## src/rtl/mem_req_arbiter.sv

```systemverilog
// mem_req_arbiter: shares one byte-serial memory controller between
// instruction fetch (IF) and load/store (LSB). Grants are LSB-first with a
// bounded number of consecutive LSB wins while IF waits. The granted payload
// is latched and held until the controller completes. Every transaction is
// followed by one idle GAP cycle so the controller's byte counter rewinds.
// A flush during an IF fetch lets the fetch finish (DRAIN) and drops its data.
module mem_req_arbiter #(
   parameter int STARVE_LIMIT = 4,
   parameter int STARVE_W     = 3
) (
   input  logic        clk,
   input  logic        rst,
   input  logic        flush_in,
   input  logic        if_req_in,
   input  logic [31:0] if_addr_in,
   output logic        if_done_out,
   output logic [31:0] if_data_out,
   input  logic        lsb_req_in,
   input  logic        lsb_rw_in,
   input  logic [31:0] lsb_addr_in,
   input  logic [31:0] lsb_data_in,
   input  logic [2:0]  lsb_len_in,
   output logic        lsb_done_out,
   output logic [31:0] lsb_data_out,
   output logic        mc_enable_out,
   output logic        mc_rw_out,
   output logic [31:0] mc_addr_out,
   output logic [31:0] mc_data_out,
   output logic [2:0]  mc_len_out,
   input  logic        mc_done_in,
   input  logic [31:0] mc_data_in
);

   typedef enum logic [2:0] {
      S_IDLE     = 3'd0,
      S_BUSY_IF  = 3'd1,
      S_BUSY_LSB = 3'd2,
      S_DRAIN    = 3'd3,
      S_GAP      = 3'd4
   } state_t;

   localparam logic [STARVE_W-1:0] STARVE_MAX = STARVE_W'(STARVE_LIMIT);
   localparam logic [2:0]          IF_LEN     = 3'd4;

   state_t              state_q, state_d;
   logic [STARVE_W-1:0] starve_q, starve_d;

   logic        if_eff;
   logic        if_forced;
   logic        grant_if;
   logic        grant_lsb;

   logic        mc_enable_q, mc_enable_d;
   logic        mc_rw_q, mc_rw_d;
   logic [31:0] mc_addr_q, mc_addr_d;
   logic [31:0] mc_data_q, mc_data_d;
   logic [2:0]  mc_len_q, mc_len_d;
   logic        if_done_q, if_done_d;
   logic [31:0] if_data_q, if_data_d;
   logic        lsb_done_q, lsb_done_d;
   logic [31:0] lsb_data_q, lsb_data_d;

   // Arbitration decision: only meaningful in IDLE; a flushed IF request is invisible.
   always_comb begin
      if_eff    = if_req_in & ~flush_in;
      if_forced = if_eff & (starve_q == STARVE_MAX);
      grant_if  = 1'b0;
      grant_lsb = 1'b0;
      if (state_q == S_IDLE) begin
         if (if_forced) begin
            grant_if = 1'b1;
         end else if (lsb_req_in) begin
            grant_lsb = 1'b1;
         end else if (if_eff) begin
            grant_if = 1'b1;
         end
      end
   end

   // Starvation counter: counts LSB wins over a waiting IF, reset when IF wins or stops asking.
   always_comb begin
      starve_d = starve_q;
      if (state_q == S_IDLE) begin
         if (grant_if || !if_req_in) begin
            starve_d = '0;
         end else if (grant_lsb && (starve_q != STARVE_MAX)) begin
            starve_d = starve_q + 1'b1;
         end
      end
   end

   // State and starvation counter registers.
   always_ff @(posedge clk or posedge rst) begin
      if (rst) begin
         state_q  <= S_IDLE;
         starve_q <= '0;
      end else begin
         state_q  <= state_d;
         starve_q <= starve_d;
      end
   end

   // Next-state logic: controller cannot abort, so a flushed fetch drains to completion.
   always_comb begin
      state_d = state_q;
      unique case (state_q)
         S_IDLE: begin
            if (grant_if) begin
               state_d = S_BUSY_IF;
            end else if (grant_lsb) begin
               state_d = S_BUSY_LSB;
            end
         end
         S_BUSY_IF: begin
            if (mc_done_in) begin
               state_d = S_GAP;
            end else if (flush_in) begin
               state_d = S_DRAIN;
            end
         end
         S_BUSY_LSB: begin
            if (mc_done_in) begin
               state_d = S_GAP;
            end
         end
         S_DRAIN: begin
            if (mc_done_in) begin
               state_d = S_GAP;
            end
         end
         S_GAP: begin
            state_d = S_IDLE;
         end
         default: begin
            state_d = S_IDLE;
         end
      endcase
   end

   // Output next-values: latch payload at grant, release enable and post results on completion.
   always_comb begin
      mc_enable_d = mc_enable_q;
      mc_rw_d     = mc_rw_q;
      mc_addr_d   = mc_addr_q;
      mc_data_d   = mc_data_q;
      mc_len_d    = mc_len_q;
      if_done_d   = 1'b0;
      if_data_d   = if_data_q;
      lsb_done_d  = 1'b0;
      lsb_data_d  = lsb_data_q;
      unique case (state_q)
         S_IDLE: begin
            if (grant_if) begin
               mc_enable_d = 1'b1;
               mc_rw_d     = 1'b0;
               mc_addr_d   = if_addr_in;
               mc_data_d   = '0;
               mc_len_d    = IF_LEN;
            end else if (grant_lsb) begin
               mc_enable_d = 1'b1;
               mc_rw_d     = lsb_rw_in;
               mc_addr_d   = lsb_addr_in;
               mc_data_d   = lsb_data_in;
               mc_len_d    = lsb_len_in;
            end
         end
         S_BUSY_IF: begin
            if (mc_done_in) begin
               mc_enable_d = 1'b0;
               // A flush arriving with completion still discards the fetch.
               if (!flush_in) begin
                  if_done_d = 1'b1;
                  if_data_d = mc_data_in;
               end
            end
         end
         S_BUSY_LSB: begin
            if (mc_done_in) begin
               mc_enable_d = 1'b0;
               lsb_done_d  = 1'b1;
               lsb_data_d  = mc_rw_q ? 32'h0 : mc_data_in;
            end
         end
         S_DRAIN: begin
            if (mc_done_in) begin
               mc_enable_d = 1'b0;
            end
         end
         S_GAP: begin
            mc_enable_d = 1'b0;
         end
         default: begin
            mc_enable_d = 1'b0;
         end
      endcase
   end

   // Output registers: every port is driven straight from a flop.
   always_ff @(posedge clk or posedge rst) begin
      if (rst) begin
         mc_enable_q <= 1'b0;
         mc_rw_q     <= 1'b0;
         mc_addr_q   <= '0;
         mc_data_q   <= '0;
         mc_len_q    <= '0;
         if_done_q   <= 1'b0;
         if_data_q   <= '0;
         lsb_done_q  <= 1'b0;
         lsb_data_q  <= '0;
      end else begin
         mc_enable_q <= mc_enable_d;
         mc_rw_q     <= mc_rw_d;
         mc_addr_q   <= mc_addr_d;
         mc_data_q   <= mc_data_d;
         mc_len_q    <= mc_len_d;
         if_done_q   <= if_done_d;
         if_data_q   <= if_data_d;
         lsb_done_q  <= lsb_done_d;
         lsb_data_q  <= lsb_data_d;
      end
   end

   assign mc_enable_out = mc_enable_q;
   assign mc_rw_out     = mc_rw_q;
   assign mc_addr_out   = mc_addr_q;
   assign mc_data_out   = mc_data_q;
   assign mc_len_out    = mc_len_q;
   assign if_done_out   = if_done_q;
   assign if_data_out   = if_data_q;
   assign lsb_done_out  = lsb_done_q;
   assign lsb_data_out  = lsb_data_q;

endmodule

```

## config.mk

```make
export PLATFORM = sky130hd
export DESIGN_NAME = mem_req_arbiter
export DESIGN_NICKNAME = d
export VERILOG_FILES = /design/src/rtl/mem_req_arbiter.sv
export SDC_FILE = /design/constraint.sdc
export NUM_CORES = 1
export LEC_CHECK = 0
export BUFFER_PORTS_ARGS = -buffer_cell sky130_fd_sc_hd__buf_2
export CORE_ASPECT_RATIO = 0.7
export CORE_UTILIZATION = 49
export CTS_BUF_LIST = sky130_fd_sc_hd__clkbuf_8
export CTS_CLUSTER_DIAMETER = 40
export DETAILED_ROUTE_END_ITERATION = 7
export GPL_TIMING_DRIVEN = 1
export PLACE_DENSITY = 0.91
export SLEW_MARGIN = 20
export SYNTH_ARGS = -nofsm -noshare
export SYNTH_HDL_FRONTEND = slang
export SYNTH_SLANG_ARGS = --single-unit
```

## constraint.sdc

```tcl
create_clock -name clk -period 7.05 [get_ports clk]
set_clock_uncertainty 0.15 [all_clocks]
set_input_delay 2.115 -clock clk [delete_from_list [all_inputs] [get_ports clk]]
set_output_delay 2.115 -clock clk [all_outputs]
set_load 0.05 [all_outputs]
```

==> results of run 1 <==
## synthesized netlist by cell type, drive strengths merged
| library cell | instances |
|---|---|
| clkinv | 1 |
| nand2 | 35 |
| a32oi | 1 |
| dfrtp | 141 |
| nor3 | 2 |
| o31ai | 1 |
| nor2b | 2 |
| o21ai | 69 |
| o32ai | 1 |
| a221oi | 32 |
| nand4 | 2 |
| a21boi | 1 |
| nor2 | 4 |
| and3b | 32 |
| a21bo | 1 |
| clkbuf | 43 |
| nand2b | 35 |
| a21oi | 1 |
| a22o | 35 |
| a31oi | 1 |
| a311oi | 1 |
| mux2 | 32 |
| ha | 2 |
| o211ai | 1 |
| nand4b | 1 |
| inv | 39 |
| buf | 10 |
| o2111ai | 1 |
| nand3b | 1 |
| or2 | 1 |
| or3 | 1 |
| a22oi | 34 |
| nand4bb | 1 |
## layer usage
metal / track usage / routed length [um] / up-vias
li1: - / - / 2533
met1: 0.3351 / 6949 / 2610
met2: 0.4148 / 8219 / 282
met3: 0.05765 / 1373 / 24
met4: 0.08369 / 283 / 0
met5: 0 / 0 / -
## critical path: stages
cell and delay (ns):
buf_2 0.18, clkinv_1 0.79, a311oi_4 0.51, buf_4 0.40, a22o_1 0.20
## layout make-up
class / instances / area (sq um)
repair buffers: 280 / 1421
well taps: 162 / 202.7
fillers: 984 / 4359
multi-input cells: 331 / 2424
flip-flops and latches: 141 / 3528
clock inverters: 14 / 126.4
clock buffers: 18 / 247.7
inverters: 40 / 155.1
## placed cells by master, fill, tap and decap left out, drive strengths merged, types with 2 or more instances in the layout
cell      Yosys  layout
and3b        32      32
nor3          2       2
mux2         32      32
nand2        35      35
nor2          4       4
nand4         2       2
ha            2       2
nand2b       35      35
clkinvlp      0       2
dfrtp       141     141
clkinv        1       5
clkbuf       43      18
a22oi        34      34
buf          10     280
inv          39      47
o21ai        69      69
a22o         35      35
a221oi       32      32
nor2b         2       2
## cells by family after synthesis
logic type,after synthesis,share of synthesized area
mux,32,0.05718
simple gates,117,0.1151
fa+ha+maj,2,0.003970
flops,141,0.5599
compound gates,180,0.2037
buf+inv,93,0.06015
## worst paths after layout
| path | endpoint | cells past startpoint |
|---|---|---|
| max | mc_len_out[1] | 5 |
| min | lsb_data_out[22] | 2 |
| max reg2reg | mc_len_out[1] | 4 |
| min reg2reg | lsb_data_out[22] | 2 |
| max in group asynchronous | lsb_data_out[0] | 3 |
| min in group asynchronous | mc_data_out[31] | 2 |
## registers in the layout, summed over array words and instances (netlist names)
name           cells
if_done_out        1
lsb_done_out       1
if_data_out       32
starve_q           3
state_q            3
lsb_data_out      32
mc_data_out       32
mc_len_out         3
mc_addr_out       32
mc_rw_out          1
mc_enable_out      1
## power by group
part / switching, W / leakage [nW] / internal, W / total, W
registers: 0.000196 / 1.75 / 0.00115 / 0.00134
clock network: 0.000343 / 0.188 / 0.000268 / 0.000611
logic: 0.00175 / 2.38 / 0.000594 / 0.00234
## stage by stage
stage	instances	hold slack, ns	instance area, sq um
2_1_floorplan	565	0.3362	6302
3_3_place_gp	954	0.3074	7731
6_report	986	0.3293	8105
5_1_grt	986	0.3635	8105
4_1_cts	986	0.3339	8105
3_5_place_dp	954	0.3145	7731
==> summary.txt, run 1 <==
STA
  • Final hold violation count: 0
  • Post-route minimum period: 4.034 ns
  • Setup_tns: 0 ns
  • Rel. slew slack: 0.2856
  • Final period util: 0.5722
  • Final Setup Violations: 0
  • Least-Margin Pin Slew: ~1.1 ns
  • Setup ws final: between 3 and 4 ns
  • Slew Viols, Final: 0
  • FMAX: 0.2479 GHz
  • Unrepaired setup endpoints after global routing: no

Power
  • P per Cell Area: between 500 and 600 nW/um^2
  • Max VDD drop: between 300 and 400 uV
  • Pleak: approximately 4.3 nW
  • Total power: around 0.0043 W

Die
  • Die Y: just under 100 um
  • Die X-Extent: around 140 um
  • Initial Util: 0.5056
  • Full die area: approximately 13000 sq um
  • Row count: 34
  • Top-Level Pins: about 270
  • Core area: 12460 sq um

Setup path
  • Critical path origin: lsb_req_in
  • Crit path max fanout: 36
  • FF-to-FF setup slack: 4.69 ns
  • CP arrival: ~4.2 ns
  • Crit path kind: primary input to flip-flop
  • Critical path launch point type: primary input
  • Critical Path RT: slightly above 7 ns
  • CP Capture Type: flip-flop
  • Worst r2r src: state_q[1]

Clocking
  • Worst-Skew Late Latency: between 0.4 and 0.5 ns
  • H-tree depth: 4
  • Post-CTS setup buffer count: 0
  • Hold-fix buffers, CTS: 0
  • Post-CTS sizing: 0
  • Maximum root-to-sink buffer count: 2
  • Inserted Clock Buffers: 17
  • CTS Sinks: about 140
  • CTS tree: yes
  • Root Driver: clkbuf_8
  • Clock-pin slew on the worst setup and hold paths: around 0.080 ns

Placed design
  • Gpl congestion: a little over 0.8
  • Port bufs: about 270
  • Post-place setup slack: around 2.6 ns
  • Hpwl dp: approximately 12000 um

Drt
  • First-pass detailed-route iteration total: 5
  • 1st-iter DRT viols: between 200 and 300
  • Via density: ~5.5
  • DRC: 0
  • Per-cell routed wire length: about 17 um
  • DRT antenna net count: 0
  • Final WL: about 17000 um
  • Via count: between 5000 and 6000

Finish
  • P&R area growth vs syn: 28.61%
  • Ant. Diodes: 0
  • Layout cells sized above 1: 0.4284
  • Util after Layout: 0.6503
  • Fin nets: 951

Synthesis
  • Syn Nets: approximately 710
  • Post-synthesis cell area: between 6000 and 7000 sq um
  • Post-synth top area cell: dfrtp_1
  • Synthesis Warnings: 0
  • Register area share after synthesis: 0.5599
  • Synthesized area per cell: between 10 and 15 sq um
  • Netlist cell types: 37
  • Synth top area share: 0.5599
  • Synth Register Bits: roughly 140
  • Synth area leaders: dfrtp_1 56%, mux2_2 5.7%, o21ai_0 5.4%
  • Post-Syn Instances: around 570

Global routing
  • Grt ovf: 0
  • All-Layer GR Usage: 0.2551
  • First-pass GRT wire length: 26110 um
  • Vias in the first global route: 5179
  • Largest net degree at the start of global routing: 82
  • Initial antenna violation count: 0

Run
  • Maxcap violations: 0

Hold path
  • HP Start: lsb_data_out[22]
  • Min-Delay Path Class: flip-flop to flip-flop

Run status
  • Status: finished clean
No activity file was read; power rests on OpenSTA's default activity.
==> run 2, diff against run 1 <==
clock period = 4.2 ns   (was 7.05 ns; I/O delays follow)
==> run 2 against run 1 <==
  * Utilization up 0.74 points
  * Global-route usage increased by 0.43 points
  * Via count grew 1.5%
  * Setup slack lost 2.0 ns
  * Routed wire length rose by 1.7%
  * Critical endpoint is now mc_data_out[15]
  * Largest cell class unchanged
  * Highest routed layer unchanged
==> summary.txt, run 2 (synthesized netlist as in run 1, its figures left out) <==
Clocking
  • Worst-Skew Late Latency: roughly 0.43 ns
  • Post-CTS sizing: 0
  • Hold-fix buffers, CTS: 0
  • Clock-pin slew on the worst setup and hold paths: approximately 0.08 ns
  • Post-CTS setup buffer count: 0
  • CTS tree: yes
  • CTS Sinks: 141
  • Inserted Clock Buffers: 17
  • Maximum root-to-sink buffer count: 2
  • H-tree depth: 4
  • Root Driver: clkbuf_8

Die
  • Full die area: between 10000 and 15000 sq um
  • Row count: 34
  • Top-Level Pins: 273
  • Die Y: 96.89 um
  • Die X-Extent: 137.6 um
  • Initial Util: 0.5056
  • Core area: around 12000 sq um

Power
  • Max VDD drop: around 530 uV
  • Pleak: approximately 4.4 nW
  • P per Cell Area: roughly 900 nW/um^2

Drt
  • Via density: 5.583
  • DRT antenna net count: 0
  • Final WL: between 15000 and 20000 um
  • DRC: 0
  • 1st-iter DRT viols: 311
  • Via count: between 5000 and 6000
  • Per-cell routed wire length: ~17 um
  • First-pass detailed-route iteration total: 5

Run status
  • Status: finished clean

Setup path
  • CP max stage cell: o21ai_4
  • Crit path max fanout: 37
  • Reg2Reg Depth: 4
  • Critical Path RT: approximately 4.4 ns
  • Crit path kind: primary input to flip-flop
  • Critical path launch point type: primary input
  • Max incr delay on CP: roughly 0.83 ns
  • Worst r2r src: state_q[1]
  • R2R Path End: mc_data_out[15]
  • CP arrival: around 3.4 ns
  • CP cell instances: buf_2 -> nor2b_1 -> o21ai_4 -> buf_4 -> a22o_1
  • CP Capture Type: flip-flop
  • FF-to-FF setup slack: ~1.8 ns

STA
  • Final Setup Violations: 0
  • Post-route minimum period: ~3.2 ns
  • FMAX: around 0.32 GHz
  • Least-Margin Pin Slew: 0.9948 ns
  • Slew Viols, Final: 0
  • Rel. slew slack: 0.3343
  • Final period util: 0.7558
  • Unrepaired setup endpoints after global routing: no
  • Final hold violation count: 0
  • Setup_tns: 0 ns

Placed design
  • Hpwl dp: ~12000 um
  • DP Cell Count: about 960
  • Placed Area: ~7800 sq um
  • Gpl congestion: roughly 0.78
  • Port bufs: about 270

Finish
  • Multi-input gate area: ~2400 sq um
  • Util after Layout: 0.6577
  • Filler cells: 945
  • Seq. cell area: between 3000 and 4000 sq um
  • P&R area growth vs syn: 30.08%
  • Most common cell after layout, fill and taps aside: buf_2
  • Fin nets: 956
  • Most frequent cells in the layout: 272 x buf_2, 141 x dfrtp_1, 68 x o21ai_0, 39 x inv_1
  • Final Non-Filler Cells: 991
  • Ant. Diodes: 0
  • Final Instance Area: roughly 8000 sq um
  • Layout cells sized above 1: 0.4306

Hold path
  • HP Start: lsb_data_out[27]
  • Min-Delay Path Class: flip-flop to flip-flop
  • Worst hold endpoint: lsb_data_out[27]
  • Hold Path Depth: 2

Global routing
  • Initial antenna violation count: 0
  • First-pass GRT wire length: roughly 26000 um
  • Vias in the first global route: roughly 5200
  • Grt ovf: 0
  • Largest net degree at the start of global routing: between 70 and 80
  • All-Layer GR Usage: 0.2594

Run
  • Maxcap violations: 0
run 2: cell types whose count changed in the layout (fill, tap and decap cells not counted), sizes merged:
cell,before,now
clkbuf,18,17
bufinv,0,3
buf,280,285
inv,47,45
run 2: worst max-delay path by stage:
| stage | cells after the start | endpoint | slack [ns] | startpoint |
|---|---|---|---|---|
| 6_report | 5 | mc_data_out[15] | 1.03 | flush_in |
| 5_1_grt | 5 | mc_data_out[15] | 0.92 | flush_in |
| 4_1_cts | 5 | mc_data_out[15] | 1.06 | flush_in |
| 3_5_place_dp | 5 | mc_len_out[2] | 0.61 | flush_in |
| 3_3_place_gp | 5 | mc_data_out[31] | 0.69 | flush_in |
| 2_1_floorplan | 1 | if_data_out[0] | 1.03 | rst |
run 2: area by class of cell:
cell class | instances | share of cell area
Multi-Input combinational cell | 331 | 0.2956
Timing Repair Buffer | 285 | 0.1795
Clock buffer | 17 | 0.02854
Sequential cell | 141 | 0.4304
Clock inverter | 15 | 0.02244
Inverter | 40 | 0.01877
Tap cell | 162 | 0.02473
run 2: worst max-delay path, delay by kind of cell:
kind	cells	cell delay (ns)
AOI/OAI and AO/OA	2	1.01
buffers and inverters	2	0.81
and+or+nand+nor	1	0.28
run 2: report_power, final:
group | leakage, nW | internal [W] | total (W) | switching, W
Combinational | 2.41 | 0.00101 | 0.00395 | 0.00294
Clock | 0.215 | 0.000599 | 0.00116 | 0.000557
Sequential | 1.75 | 0.00193 | 0.00225 | 0.000322
Total | 4.38 | 0.00353 | 0.00735 | 0.00382
run 2: per-stage QoR:
step,setup WS [ns],hold WS [ns],power [W]
after CTS,1.062,0.3375,0.007397
final,1.026,0.3338,0.007352
after global placement,0.6872,0.3071,0.006113
after detailed placement,0.6124,0.3168,0.006225
after global routing,0.9211,0.3644,0.007724
after floorplan,1.027,0.3362,0.005243
run 2: layer usage:
metal,up-vias,GRT usage,share of wire
li1,2545,-,-
met1,2731,0.3238,0.41
met2,237,0.4360,0.50
met3,20,0.06813,0.074
met4,0,0.08030,0.015
met5,-,0,0
